--- src/rtl/pipe_stage_hs.sv ---
// Falling-edge pipeline register stage with a valid/ready handshake, flush, an optional
// two-entry skid buffer, NOP presentation when empty and a saturating bubble counter.
module pipe_stage_hs #(
    parameter int                INST_W   = 32,
    parameter int                DATA_W   = 96,
    parameter logic [INST_W-1:0] NOP_INST = 32'h00000033,
    parameter bit                SKID     = 1'b1,
    parameter int                CNT_W    = 16
) (
    input  logic              clk,
    input  logic              rst,
    input  logic              stall,
    input  logic              flush,
    input  logic              in_valid,
    output logic              in_ready,
    input  logic [INST_W-1:0] in_inst,
    input  logic [DATA_W-1:0] in_data,
    output logic              out_valid,
    input  logic              out_ready,
    output logic [INST_W-1:0] out_inst,
    output logic [DATA_W-1:0] out_data,
    output logic [1:0]        occupancy,
    input  logic              cnt_clr,
    output logic [CNT_W-1:0]  bubble_cnt
);

    typedef enum logic [1:0] {
        EMPTY = 2'd0,
        FULL  = 2'd1,
        SKIDF = 2'd2
    } state_e;

    localparam logic [CNT_W-1:0] CNT_MAX = '1;

    state_e              state_q, state_d;
    logic [INST_W-1:0]   m_inst_q, m_inst_d, s_inst_q, s_inst_d;
    logic [DATA_W-1:0]   m_data_q, m_data_d, s_data_q, s_data_d;
    logic [CNT_W-1:0]    cnt_q, cnt_d;
    logic                in_fire, out_fire, has_entry;

    assign has_entry = (state_q != EMPTY);
    assign out_valid = has_entry && !stall;
    assign out_inst  = has_entry ? m_inst_q : NOP_INST;
    assign out_data  = has_entry ? m_data_q : '0;
    assign occupancy = state_q;
    assign bubble_cnt = cnt_q;

    // The skid form keeps in_ready off the downstream out_ready path.
    generate
        if (SKID) begin : g_skid
            assign in_ready = !stall && !flush && (state_q != SKIDF);
        end else begin : g_single
            assign in_ready = !stall && !flush && (!out_valid || out_ready);
        end
    endgenerate

    assign in_fire  = in_valid && in_ready;
    assign out_fire = out_valid && out_ready;

    always_comb begin
        state_d  = state_q;
        m_inst_d = m_inst_q;
        m_data_d = m_data_q;
        s_inst_d = s_inst_q;
        s_data_d = s_data_q;
        if (flush) begin
            state_d = EMPTY;
        end else if (!stall) begin
            unique case (state_q)
                EMPTY: begin
                    if (in_fire) begin
                        state_d  = FULL;
                        m_inst_d = in_inst;
                        m_data_d = in_data;
                    end
                end
                FULL: begin
                    if (in_fire && out_fire) begin
                        m_inst_d = in_inst;
                        m_data_d = in_data;
                    end else if (in_fire) begin
                        if (SKID) begin
                            state_d  = SKIDF;
                            s_inst_d = in_inst;
                            s_data_d = in_data;
                        end
                    end else if (out_fire) begin
                        state_d = EMPTY;
                    end
                end
                SKIDF: begin
                    if (out_fire) begin
                        state_d  = FULL;
                        m_inst_d = s_inst_q;
                        m_data_d = s_data_q;
                    end
                end
                default: state_d = EMPTY;
            endcase
        end
    end

    // Bubble counter: clear beats increment, saturates rather than wrapping, ignores flush.
    always_comb begin
        cnt_d = cnt_q;
        if (cnt_clr) begin
            cnt_d = '0;
        end else if (out_ready && !out_valid && (cnt_q != CNT_MAX)) begin
            cnt_d = cnt_q + 1'b1;
        end
    end

    always_ff @(negedge clk or negedge rst) begin
        if (!rst) begin
            state_q <= EMPTY;
            cnt_q   <= '0;
        end else begin
            state_q <= state_d;
            cnt_q   <= cnt_d;
        end
    end

    // Payload registers carry no reset; outputs are masked by state while empty.
    always_ff @(negedge clk) begin
        m_inst_q <= m_inst_d;
        m_data_q <= m_data_d;
        s_inst_q <= s_inst_d;
        s_data_q <= s_data_d;
    end

endmodule
--- config.mk ---
export PLATFORM = sky130hd
export DESIGN_NAME = pipe_stage_hs
export DESIGN_NICKNAME = d
export VERILOG_FILES = /design/src/rtl/pipe_stage_hs.sv
export SDC_FILE = /design/constraint.sdc
export NUM_CORES = 1
export LEC_CHECK = 0
export ABC_CLOCK_PERIOD_IN_PS = 19400
export BUFFER_PORTS_ARGS = -buffer_cell sky130_fd_sc_hd__buf_2
export CAP_MARGIN = 10
export CORE_MARGIN = 2
export CORE_UTILIZATION = 53
export DETAILED_ROUTE_END_ITERATION = 16
export HOLD_SLACK_MARGIN = 0.03
export PLACE_DENSITY = 0.83
export SLEW_MARGIN = 20
export SYNTH_ARGS = -nofsm -noshare
export SYNTH_HDL_FRONTEND = slang
export SYNTH_SLANG_ARGS = --single-unit
export TNS_END_PERCENT = 50
--- constraint.sdc ---
create_clock -name clk -period 19.4 [get_ports clk]
set_input_delay 2.91 -clock clk [delete_from_list [all_inputs] [get_ports clk]]
set_output_delay 2.91 -clock clk [all_outputs]
set_load 0.01 [all_outputs]
Word level (Yosys, flattened, before mapping)
Cells that the tools add are included.
Storage, ports and cells
  bits in registers: 274
  input port bits: 135
  output and inout port bits: 148
Operators by class
  $add $sub $neg: 1
  equality and inequality tests: 12
  mux-type cells: 20
  bitwise gates (word level): 3
  reductions and logical operators: 18
Operators by type and width (count)
  $mux 96: 4
  $pmux 96 s3: 1
  $mux 32: 4
  $pmux 32 s3: 1
  $mux 16: 2
  $add 16x1->16 const B: 1
  $ne 16x16->1 const B: 1
  $mux 2: 7
  $reduce_and 5->1: 2
  $ne 3x3->1 const B: 3
  $logic_and 1x1->1: 8
  $ne 2x2->1 const B: 4
  $pmux 2 s3: 1
  $reduce_and 6->1: 1
  $ne 4x4->1 const B: 1
  $reduce_bool 2->1: 2
  $logic_not 1->1: 3
  $not 1->1: 3
  $reduce_bool 3->1: 1
  $eq 2x1->1 const B: 1
  $eq 2x2->1 const B: 1
  $logic_not 2->1: 1
  $ne 2x1->1 const B: 1

Logic depth before layout (Yosys ltp)
Gate-level depths: netlist of the first run.
  depth after elaboration: 9
  mapped depth: 5
  gate-level depth less buffers: 5

==> results of run 1 <==
state kept, by name (all words and copies together) (netlist names):
name,count
m_data_q,96
s_data_q,96
m_inst_q,32
s_inst_q,32
bubble_cnt,16
occupancy,2
per-layer routing:
layer	part of all wire [%]	global-route usage [%]	vias up	wire length, um
met5	0.098	0	-	26
met4	2.7	12.29	4	718
met3	10	12.62	57	2763
met2	49	36.83	349	13040
met1	38	25.17	3680	10080
li1	-	-	3591	-
kinds of logic (layout without fill, tap and decap cells):
kind of cell,after synthesis,in the layout,synth area share [%]
DFF,274,274,72.40
and+or+nand+nor,193,193,10.44
muxes,138,138,13.81
buffers and inverters,41,607,1.726
AOI/OAI and AO/OA,23,23,1.425
adders and majority gates,1,1,0.1113
xor gates and xnor gates,1,1,0.07794
other,0,6,0
area by class of cell:
cell class              instances  area (sq um)  share of cell area [%]
flip-flops and latches        274          8138                   54.24
multi-input cells             356          2949                   19.66
clock inverters               281          1313                   8.748
repair buffers                290          1471                   9.807
inverters                       6         22.52                  0.1501
clock buffers                  30         750.7                   5.004
diodes                          6         15.01                  0.1001
well taps                     275         344.1                   2.293
synth_stat cells (all sizes together), types with 2 or more instances:
master,number
nand2b,2
a21oi,7
buf,17
mux2,137
inv,7
nor2b,133
o41ai,2
clkbuf,17
a211oi,3
o21ai,3
o21bai,2
nor2,14
or2,6
or4,3
nand2,11
dfrtn,18
nor3,6
a31oi,3
nor4b,2
nand3,4
and4,2
edfxtp,256
nor4,6
or3,2
worst min path at each step:
stage | from | slack (ns) | endpoint | depth (start not counted)
floorplan | s_data_q[0]$_DFFE_NP_ | 0.52 | m_data_q[0]$_DFFE_NP_ | 1
finish | s_data_q[83]$_DFFE_NP_ | 0.52 | m_data_q[83]$_DFFE_NP_ | 1
global route | s_data_q[83]$_DFFE_NP_ | 0.53 | m_data_q[83]$_DFFE_NP_ | 1
detailed placement | bubble_cnt[5]$_DFFE_NN0P_ | 0.53 | bubble_cnt[5]$_DFFE_NN0P_ | 2
global placement | bubble_cnt[12]$_DFFE_NN0P_ | 0.51 | bubble_cnt[12]$_DFFE_NN0P_ | 2
CTS | s_data_q[83]$_DFFE_NP_ | 0.52 | m_data_q[83]$_DFFE_NP_ | 1
critical path, cell delays in order (launching register included):
cell     delay, ns
dfrtn_1       0.49
nor2_4        0.14
buf_4         0.55
buf_4         0.70
nor2b_1       0.15
buf_2         0.18
power by group:
group	total [mW]	internal [mW]	leakage, nW	switching (mW)
sequential	0.667	0.664	2.57	0.00342
clock	0.845	0.460	1.89	0.385
combinational	0.0831	0.0371	2.26	0.0460
through the flow:
step                      setup WS (ns)  power, mW
after global placement            4.065     0.8331
after floorplan                  0.8311     0.7962
final                             3.988      1.596
after global routing              3.816      1.685
after CTS                         3.937      1.620
after detailed placement          4.051     0.8353
==> metrics, run 1 <==
worst path required time 16.49 ns; Die Y 149.6 um; crit path capture out_data[53]; commonest non-fill, non-tap cell in the layout buf_2; die area 0.02239 sq mm; routed length per placed instance 17.54 um; RSZ-0062 raised after global routing no; top-area cell type share of the netlist area between 60% and 70%; # rows 53; Slew HR 33.25%; via count 7,681; power density cells 106.4 mW/mm^2; Core Area between 0.02 and 0.025 sq mm; Inst Count DP roughly 1,200; Non-Filler Instances 1,518; YS warnings 0; largest cells by area after synthesis edfxtp_1 68%, mux2_2 14%, nor2b_1 7.4%, dfrtn_1 4.0%, buf_2 0.62%; setup violators final 0; RR Startpoint occupancy[1]$_DFFE_NN0P_; post-layout util 71.82%; cts hold-fix bufs 0; data arrival time of the critical path 12.50 ns; total grt overflow 0; EDFF count, synth 256; Clock Skews 0.1052 ns; Layout Area Growth over Synthesis 33.49%; DP Wirelength 15,120 um; DIE WIDTH 149.6 um; RR Endpoint m_data_q[27]$_DFFE_NP_; asr flop ratio synth under 10%; leak pwr between 6 and 7 nW; status finished, final reports clean; Root Driver clkbuf_16; design area 0.01500 sq mm; IO buf count 282; cts bufs inserted 30; Slew @ Worst Pin 1.001 ns; post-synthesis sequential area ratio 72.40%; Initial Util 53.81%; FILL cells around 1,300; average cell area after synthesis 16.75 sq um; DRT Wirelength 26,630 um; CP Capture Type output pin; #FFs+latches synth 274; CTS clk-pin slew, worst paths 0.06 ns; max-slew violations 0; TritonCTS clock tree built; CTS Buffer Depth 3; Synth area leader edfxtp_1; Worst R2R Path Depth 4; maximum vdd drop 0.00009486 V; initial antenna violation count 9; DR iter-0 viols around 540; H-tree levels 1; mapped cell area 0.01124 sq mm; commonest cells after routing, fill and taps aside 282 x buf_2, 266 x inv_1, 256 x edfxtp_1; vias in the first global route 8,551; R2R setup slack 16.25 ns; Residual DRC 0; post-DR vias/cell 5.060; Hold Path Class reg -> reg; DP Area roughly 0.013 sq mm; Crit Path Max Fanout 67; Startpoint Class register; Final Hold Viols 0; share of cells above drive strength 1 39.85%; MaxCap Viol Count 0; Worst Setup SP occupancy[0]$_DFFE_NN0P_; CTS sink cnt approximately 270; Final Wtd Congestion 0.8291; Post-Synthesis Cells approximately 670; Post CTS Setup Buffer Count 0; layout net count 1,350; first-pass iteration count of the detailed router 5; WHS 0.5222 ns; largest net degree at the start of global routing 75; Post-Route Setup TNS 0 ns; syn_nets approximately 800; top_reg_cell synth edfxtp_1; Yosys cell types 37; Setup CP Type reg -> out; Resize count post-CTS 0; first-pass GRT wire length 40,450 um; Skew-Pair Late Insertion Delay 0.64 ns; GRT Total Usage approximately a quarter; # IOs 283; Final ANT Viol Nets 0
Power figures use the tool's default switching activity.
==> run 2, diff against run 1 <==
--- a/config.mk
+++ b/config.mk
@@ -5,7 +5,7 @@
 export SDC_FILE = /design/constraint.sdc
 export NUM_CORES = 1
 export LEC_CHECK = 0
-export ABC_CLOCK_PERIOD_IN_PS = 19400
+export ABC_CLOCK_PERIOD_IN_PS = 15000
 export BUFFER_PORTS_ARGS = -buffer_cell sky130_fd_sc_hd__buf_2
 export CAP_MARGIN = 10
 export CORE_MARGIN = 2
==> constraint.sdc (replaced) <==
create_clock -name clk -period 15 [get_ports clk]
set_input_delay 2.25 -clock clk [delete_from_list [all_inputs] [get_ports clk]]
set_output_delay 2.25 -clock clk [all_outputs]
set_load 0.01 [all_outputs]
==> metrics, run 2 (synthesized netlist as in run 1, its figures left out) <==
DP Wirelength 15,370 um; via count 7,665; design area 0.01498 sq mm; RR Endpoint m_data_q[20]$_DFFE_NP_; Post CTS Setup Buffer Count 0; RR Startpoint occupancy[1]$_DFFE_NN0P_; TritonCTS clock tree built; Crit Path Max Fanout 70; Final Wtd Congestion 0.8280; H-tree levels 1; vias in the first global route 8,385; GRT Total Usage between 20% and 30%; first-pass GRT wire length 40,860 um; Root Driver clkbuf_16; Slew HR between 30% and 40%; MaxCap Viol Count 0; IO buf count 282; Place WS between 3 and 4 ns; first-pass iteration count of the detailed router 5; DIE WIDTH 149.6 um; total power draw 2.068 mW; Die Y 149.6 um; crit path capture out_data[71]; cells along the critical path nor2_4 -> buf_4 -> nor2b_1 -> buf_2; CTS Buffer Depth 3; post-DR vias/cell ~5.1; max-slew violations 0; initial antenna violation count 7; status finished, final reports clean; Resize count post-CTS 0; DP Area 0.01293 sq mm; top flop regs m_data_q: 96 flops, s_data_q: 96 flops; Slew @ Worst Pin 0.9431 ns; Layout Area Growth over Synthesis 33.32%; power density cells 138.0 mW/mm^2; data arrival time of the critical path about 9.7 ns; Skew-Pair Late Insertion Delay 0.63 ns; largest net degree at the start of global routing 71; cts hold-fix bufs 0; Final ANT Viol Nets 0; commonest non-fill, non-tap cell in the layout buf_2; # IOs between 200 and 300; Startpoint Class register; RSZ-0062 raised after global routing no; Initial Util 53.81%; CP max stage cell buf_4; Final Hold Viols 0; DRT Wirelength 27,120 um; hold path cells 1; Setup CP Type reg -> out; Inst Count DP 1,202; DR iter-0 viols 312; Worst R2R Path Depth 4; worst path required time 12.75 ns; R2R setup slack 11.94 ns; share of cells above drive strength 1 39.76%; leak pwr around 6.7 nW; Clock Skews roughly 0.097 ns; setup violators final 0; CTS sink cnt 274; Non-Filler Instances 1,515; total grt overflow 0; layout net count 1,349; commonest cells after routing, fill and taps aside 282 x buf_2, 266 x inv_1, 256 x edfxtp_1; die area 0.02239 sq mm; Worst Setup SP occupancy[1]$_DFFE_NN0P_; Core Area 0.02089 sq mm; CP Capture Type output pin; routed length per placed instance 17.90 um; CTS clk-pin slew, worst paths approximately 0.06 ns; post-route setup slack 3.037 ns; maximum vdd drop 0.0001259 V; # rows 53; biggest cell delay along the critical path 0.58 ns; Residual DRC 0; cts bufs inserted 29; Hold Path Class reg -> reg
-- run 2: metrics by stage --
| step | util [%] | setup TNS, ns | hold WS (ns) |
|---|---|---|---|
| finish | 71.73 | 0 | 0.5317 |
| floorplan | - | -90.75 | 0.5232 |
| global route | 71.69 | 0 | 0.5451 |
| global placement | 61.89 | 0 | 0.5080 |
| CTS | 71.67 | 0 | 0.5310 |
| detailed placement | 61.89 | 0 | 0.5312 |
-- run 2: worst max-delay path: cells and delay by family (launching register included) --
kind	cells	cell delay (ns)
flops	1	0.48
buf+inv	2	0.77
simple gates	2	0.36
-- run 2: area by class of cell --
cell class / count / area, sq um
inverter: 6 / 22.52
clock buffer: 29 / 725.7
tap: 275 / 344.1
clock inverter: 280 / 1321
antenna: 5 / 12.51
sequential: 274 / 8138
multi-input combinational: 356 / 2949
fill: 1329 / 5904
timing repair buffer: 290 / 1471
-- run 2: how the worst min path moves through the flow --
stage | slack, ns | endpoint | startpoint
3_3_place_gp | 0.51 | bubble_cnt[12]$_DFFE_NN0P_ | bubble_cnt[12]$_DFFE_NN0P_
3_5_place_dp | 0.53 | m_data_q[18]$_DFFE_NP_ | s_data_q[18]$_DFFE_NP_
5_1_grt | 0.55 | m_data_q[34]$_DFFE_NP_ | s_data_q[34]$_DFFE_NP_
6_report | 0.53 | m_data_q[76]$_DFFE_NP_ | s_data_q[76]$_DFFE_NP_
4_1_cts | 0.53 | m_inst_q[19]$_DFFE_NP_ | s_inst_q[19]$_DFFE_NP_
2_1_floorplan | 0.52 | m_data_q[0]$_DFFE_NP_ | s_data_q[0]$_DFFE_NP_
-- run 2: power by group --
group	internal [mW]	switching, mW
registers	0.859	0.00458
logic	0.0480	0.0596
clock network	0.600	0.497
-- run 2: metal layers --
| layer | track usage [%] | part of all wire, % |
|---|---|---|
| met5 | 0 | 0.15 |
| met1 | 24.44 | 36 |
| met4 | 11.52 | 2.8 |
| met2 | 39.31 | 50 |
| met3 | 13.41 | 11 |
